===== src/rtl/serial_subtractor_4bit.sv =====
// rtl/serial_subtractor_4bit.sv - bit-serial two's-complement subtractor, Diff = A - B - Bin, LSB first
module serial_subtractor_4bit #(
    parameter int WIDTH = 4
) (
    input  logic             clk,
    input  logic             rst_n,
    input  logic             start,
    input  logic [WIDTH-1:0] A,
    input  logic [WIDTH-1:0] B,
    input  logic             Bin,
    output logic             busy,
    output logic             done,
    output logic [WIDTH-1:0] Diff,
    output logic             Bout,
    output logic             Overflow
);

    localparam int CW = (WIDTH > 2) ? $clog2(WIDTH) : 1;
    localparam logic [CW-1:0] LAST = CW'(WIDTH - 1);

    typedef enum logic [1:0] {
        S_IDLE  = 2'd0,
        S_SHIFT = 2'd1,
        S_DONE  = 2'd2
    } state_t;

    state_t state, state_nxt;
    logic   busy_nxt, done_nxt;

    logic [WIDTH-1:0] a_sr;
    logic [WIDTH-1:0] b_sr;
    logic             br;
    logic             a_msb;
    logic             b_msb;
    logic [CW-1:0]    cnt;

    logic d;
    logic br_nxt;
    logic last;
    logic accept;

    assign d      = a_sr[0] ^ b_sr[0] ^ br;
    assign br_nxt = (~a_sr[0] & b_sr[0]) | (~(a_sr[0] ^ b_sr[0]) & br);
    assign last   = (cnt == LAST);
    assign accept = (state == S_IDLE) && start;

    always_ff @(posedge clk or negedge rst_n) begin
        if (!rst_n) begin
            state <= S_IDLE;
            busy  <= 1'b0;
            done  <= 1'b0;
        end else begin
            state <= state_nxt;
            busy  <= busy_nxt;
            done  <= done_nxt;
        end
    end

    always_comb begin
        state_nxt = state;
        case (state)
            S_IDLE:  if (start) state_nxt = S_SHIFT;
            S_SHIFT: if (last) state_nxt = S_DONE;
            S_DONE:  state_nxt = S_IDLE;
            default: state_nxt = S_IDLE;
        endcase
    end

    // busy/done are registered copies of the next state so outputs come straight from flops
    always_comb begin
        busy_nxt = (state_nxt == S_SHIFT);
        done_nxt = (state_nxt == S_DONE);
    end

    // a_sr doubles as the working register: each difference bit enters at the MSB
    // as the consumed minuend bit leaves at the LSB
    always_ff @(posedge clk or negedge rst_n) begin
        if (!rst_n) begin
            a_sr     <= '0;
            b_sr     <= '0;
            br       <= 1'b0;
            a_msb    <= 1'b0;
            b_msb    <= 1'b0;
            cnt      <= '0;
            Diff     <= '0;
            Bout     <= 1'b0;
            Overflow <= 1'b0;
        end else if (accept) begin
            a_sr  <= A;
            b_sr  <= B;
            br    <= Bin;
            a_msb <= A[WIDTH-1];
            b_msb <= B[WIDTH-1];
            cnt   <= '0;
        end else if (state == S_SHIFT) begin
            a_sr <= {d, a_sr[WIDTH-1:1]};
            b_sr <= {1'b0, b_sr[WIDTH-1:1]};
            br   <= br_nxt;
            cnt  <= cnt + CW'(1);
            if (last) begin
                Diff     <= {d, a_sr[WIDTH-1:1]};
                Bout     <= br_nxt;
                Overflow <= (a_msb != b_msb) && (d != a_msb);
            end
        end
    end

endmodule


===== config.mk =====
export PLATFORM = sky130hd
export DESIGN_NAME = serial_subtractor_4bit
export DESIGN_NICKNAME = d
export VERILOG_FILES = /design/src/rtl/serial_subtractor_4bit.sv
export SDC_FILE = /design/constraint.sdc
export NUM_CORES = 1
export LEC_CHECK = 0
export ABC_AREA = 1
export CORE_UTILIZATION = 30
export CTS_BUF_LIST = sky130_fd_sc_hd__clkbuf_8
export DETAILED_ROUTE_END_ITERATION = 12
export HOLD_SLACK_MARGIN = 0.03
export PLACE_DENSITY = 0.58
export SYNTH_ARGS = -nofsm -noshare
export SYNTH_HDL_FRONTEND = slang
export SYNTH_SLANG_ARGS = --single-unit

===== constraint.sdc =====
create_clock -name clk -period 2.45 [get_ports clk]
set_clock_uncertainty 0.1 [all_clocks]
set_input_delay 0.49 -clock clk [delete_from_list [all_inputs] [get_ports clk]]
set_output_delay 0.49 -clock clk [all_outputs]
set_load 0.02 [all_outputs]

### After elaboration in Yosys (flattened, before gate mapping)

Cells that the tools add are included.

| word-level totals | value |
|---|---|
| flip-flop bits (word level) | 23 |
| bits of input ports | 12 |
| output and inout port bits | 8 |
| logic and storage cells | 43 |

| operators by class | value |
|---|---|
| $add $sub $neg | 1 |
| equal/unequal tests | 6 |
| muxes and demuxes | 11 |
| bitwise operators | 8 |
| reduce and logical (&&, ||, !) cells | 5 |

Operators with widths:

| kind | count |
|---|---|
| two-way mux 4 bit | 4 |
| two-way mux 2 bit | 4 |
| equality test 2 x 1 -> 1 bit (second input constant) | 2 |
| equality test 2 bit (second input constant) | 2 |
| one-hot mux 2 bit (2 select lines) | 1 |
| inverter 1 bit | 3 |
| AND reduction 3 bit | 1 |
| adder 2 x 1 -> 2 bit (second input constant) | 1 |
| bitwise AND 1 bit | 2 |
| logical AND 1 bit | 2 |
| zero test 2 bit | 1 |
| two-way mux 1 bit | 2 |
| != test 1 bit | 2 |
| nonzero test 2 bit | 1 |
| XOR 1 bit | 2 |
| bitwise OR 1 bit | 1 |

### Longest topological paths before layout

| depth | value |
|---|---|
| depth after elaboration | 6 |
| gate-level depth with buffers | 7 |
| mapped depth without buffers | 7 |

### Worst setup path before layout

OpenSTA, ideal clock, no wires.

| timing | value |
|---|---|
| kind | reg2reg |
| start | reg a_sr[0] |
| end | reg Overflow |
| setup time | 116 ps |
| data arrival time | 1189 ps |
| setup slack | 1045 ps |
| cell stages (with the launch flop) | 7 |
| path buffers | 0 |
| path through | dfrtp_1 -> fa_1 -> inv_1 -> nand3_1 -> nand2_1 -> nand2_1 -> nand2_1 |

| on the way | value |
|---|---|
| cells in the longest elaborated chain, start to end | 4 |

Ends and longest elaborated chain:

| item | line | source |
|---|---|---|
| start, declared | 30 | `logic [WIDTH-1:0] a_sr;` |
| start signal, assigned | 96 | `a_sr <= {d, a_sr[WIDTH-1:1]};` |
| XOR 1 bit (2 in a row) | 42 | `assign d = a_sr[0] ^ b_sr[0] ^ br;` |
| via d | 37 | `logic d;` |
| != test 1 bit | 103 | `Overflow <= (a_msb != b_msb) && (d != a_msb);` |
| logical AND 1 bit | 103 |  |
| end signal, assigned | 103 |  |
| end, declared | 15 | `output logic Overflow` |

The timed path passes the listed nets, and every way through them passes these cells.
A chain may end at the register's enable or synchronous reset.

### Final worst setup path

| timing | value |
|---|---|
| start | reg Bout |
| end | out Bout |

RTL lines:

| item | line | source |
|---|---|---|
| start, declared | 14 | `output logic Bout,` |
| start signal, assigned | 102 | `Bout <= br_nxt;` |

No word-level cell between the ends.

==> PnR_summary.wiki <==
{| class="wikitable"
! Metric !! Value
|-
| Result of the run || finished clean
|-
| Number of fill cells || 323
|-
| DIE WIDTH || 60.5 um
|-
| Hold Crit Start || Overflow$_DFFE_PN0P_
|-
| Ordered cell list for the critical path || clkdlybuf4s50_1
|-
| Number of pins with negative max-slew slack in the final report || 0
|-
| Number of optimization iterations in the first detailed-route pass || 4
|-
| Die area || 0.00366 mm2
|-
| Number of distinct library cells after synthesis || 15
|-
| Cell taking the most area after synthesis || dfrtp_1
|-
| HP Class || flip-flop to flip-flop
|-
| Leading post-synthesis cells by cell area || dfrtp_1, nand2_1, nand3_1, nor2_4, inv_1
|-
| Pre-CTS setup slack || 0.585 ns
|-
| Arrival time of the worst setup path || 1.22 ns
|-
| Worst Setup Start Kind || flip-flop
|-
| # diodes || 0
|-
| Crit path largest cell delay || 0.60 ns
|-
| Pin slew with the least headroom to its limit || between 0.5 and 0.6 ns
|-
| Hold-fix buffer count after cts || 0
|-
| Cts repair resizes || 0
|-
| Number of top-level pins || 20
|-
| Required @ worst endpoint || approximately 1.9 ns
|-
| Core region area || 0.00315 mm2
|-
| Worst setup slack for register-to-register paths || 0.94 ns
|-
| Final critical-path setup slack || around 0.64 ns
|-
| Max Fclk || 554 MHz
|-
| Count of cells along the worst hold path || 2
|-
| Via total after detailed routing || between 700 and 800
|-
| RSZ-0062 raised after global routing || false
|-
| Register bit count reported by yosys || 23
|-
| Post-layout minimum cycle time || 1.81 ns
|-
| Weighted congestion reported at the end of routability-driven placement || 0.783
|-
| Final number of setup-violating endpoints || 0
|-
| Detailed-route vias per instance || 4.30
|-
| Synthesis-to-layout area growth || 27.9%
|-
| Number of hold violations in the final report || 0
|-
| TritonCTS sink count || 23
|-
| Max-slew headroom at the worst pin || 0.655
|-
| Remaining global-route overflow || 0
|-
| Number of nets in the layout || 153
|-
| Number of global-route vias before repair || 757
|-
| Launch point of the worst reg-to-reg path || a_sr[0]$_DFFE_PN0P_
|-
| Number of port buffers || 19
|-
| Clock-pin slew on the worst setup and hold paths || 0.08 ns
|-
| Hold_ws || 0.381 ns
|-
| Capturing element type of the critical path || primary output
|-
| Hold endpoint || Overflow$_DFFE_PN0P_
|-
| Vert. Die Dim || 60.5 um
|-
| Worst path buffer plus inverter count || 1
|-
| Maximum vdd ir drop || 0.354 mV
|-
| Initial antenna violation count || 0
|-
| Reported leakage power || 0.641 nW
|-
| Post-synthesis cell count || 116
|-
| CTS Root Buffer Type || clkbuf_8
|-
| Crit share post-route || 0.737
|-
| Drt first-iter violations || 24
|-
| Fin Setup TNS || 0 ns
|-
| Total wirelength of the detailed-routed design || between 1500 and 2000 um
|-
| Layout cell share with drive strength beyond 1 || 0.101
|-
| Final cell count without fillers || between 150 and 200
|-
| Sequential element share of the synthesized area || 0.560
|-
| Cell type of the slowest stage on the worst timing path || clkdlybuf4s50_1
|-
| Tot Pwr || 0.00164 W
|-
| Largest net degree at the start of global routing || 24
|-
| Placed insts || 178
|-
| Count of cells along the worst register-to-register path || 6
|-
| Total clock buffers created by CTS || 3
|-
| Fraction of post-synthesis cell area in the top cell type by area || 0.560
|-
| Post-Syn Nets || 130
|-
| Per-instance average area after synthesis || 8.86 um2
|-
| Remaining DRCs || 0
|-
| Synthesis warning total || 0
|-
| First-pass GRT wire length || ~3400 um
|-
| Power density normalized to cell area || 1250 mW/mm2
|-
| Kind of cell with the highest combined delay on the critical path || buffers and inverters
|-
| Total number of placement rows || 20
|-
| Worst setup path category || flip-flop to primary output
|-
| Critical-path maximum fanout || 2
|-
| # Max-Cap Violations || 0
|-
| Clock tree from TritonCTS || yes
|-
| Maximum clock insertion buffer count || 2
|-
| Antenna Violating Nets Remaining || 0
|-
| Detailed-route wire length per cell || roughly 11 um
|-
| Later-pin clock latency in the skew report || 0.26 ns
|-
| # H-tree levels || 1
|-
| Summed instance area of the synthesized netlist || 0.00103 mm2
|-
| Initial Utilization || 0.326
|-
| Detailed-placement wirelength estimate || about 1500 um
|-
| Total global routing track utilization || 0.128
|-
| Endpoint of the worst-slack reg-to-reg timing path || Overflow$_DFFE_PN0P_
|-
| Post-CTS setup repair buffer count || 0
|}
[logic make-up after synthesis]
group           after synthesis  share of synthesized area
simple gates                 72                      0.319
compound gates                6                     0.0329
buf+inv                      13                     0.0560
fa+ha+maj                     2                     0.0317
flops                        23                      0.560
[per-stage QoR]
stage,utilization,area [um2]
after CTS,0.417,1310
after global routing,0.417,1310
after detailed placement,0.402,1270
after global placement,0.402,1270
final,0.417,1310
after floorplan,-,1030
[area by class of cell]
| type | instances | area, um2 | share of cell area |
|---|---|---|---|
| sequential | 23 | 576 | 0.438 |
| multi-input combinational | 80 | 394 | 0.300 |
| inverter | 10 | 37.5 | 0.0286 |
| clock inverter | 1 | 5.00 | 0.00381 |
| clock buffer | 3 | 41.3 | 0.0314 |
| timing repair buffer | 21 | 205 | 0.156 |
| tap | 44 | 55.1 | 0.0419 |
[synth_stat cells]
library cell and count:
buf_2 1, buf_4 2, dfrtp_1 23, fa_1 1, ha_1 1, inv_1 8
inv_2 2, nand2_1 46, nand2_2 2, nand3_1 15, nand3b_1 3, nor2_1 3
nor2_4 3, o21ai_1 5, o21ai_2 1
[registers in the layout (all words and copies together), names as in the netlist]
signal    cells
Overflow      1
a_sr          4
b_msb         1
b_sr          4
cnt           2
Diff          4
br            1
a_msb         1
state         2
done          1
busy          1
Bout          1
[how the worst max path moves through the flow]
| stage | from | end | slack [ns] | cells after the start |
|---|---|---|---|---|
| 2_1_floorplan | a_sr[0]$_DFFE_PN0P_ | Overflow$_DFFE_PN0P_ | 1.04 | 6 |
| 3_3_place_gp | start | cnt[0]$_DFFE_PN0P_ | 0.62 | 4 |
| 3_5_place_dp | start | cnt[0]$_DFFE_PN0P_ | 0.59 | 4 |
| 4_1_cts | Diff[2]$_DFFE_PN0P_ | Diff[2] | 0.63 | 1 |
| 5_1_grt | Diff[1]$_DFFE_PN0P_ | Diff[1] | 0.60 | 1 |
| 6_report | Bout$_DFFE_PN0P_ | Bout | 0.64 | 1 |
[where the power goes]
group	switching [W]	internal, W
logic	0.000430	0.000308
registers	0.000119	0.000550
clock network	0.000121	0.000114
total	0.000670	0.000972
[routing by layer]
layer  wire [um]  global-route usage  share of wire  vias to the layer above
met1         995               0.162           0.50                      346
met5           0                   0              0                        -
li1            -                   -              -                      411
met4          27              0.0487          0.014                        0
met2         874               0.212           0.44                       20
met3          95              0.0320          0.048                        5
[cells in the final DEF, fill, tap and decap left out, drive strengths merged]
| cell type | instances |
|---|---|
| buf | 2 |
| clkbuf | 3 |
| clkdlybuf4s50 | 19 |
| clkinv | 1 |
| dfrtp | 23 |
| fa | 1 |
| ha | 1 |
| inv | 10 |
| nand2 | 48 |
| nand3 | 15 |
| nand3b | 3 |
| nor2 | 6 |
| o21ai | 6 |
Note: power is estimated with default switching activity, not from simulation.
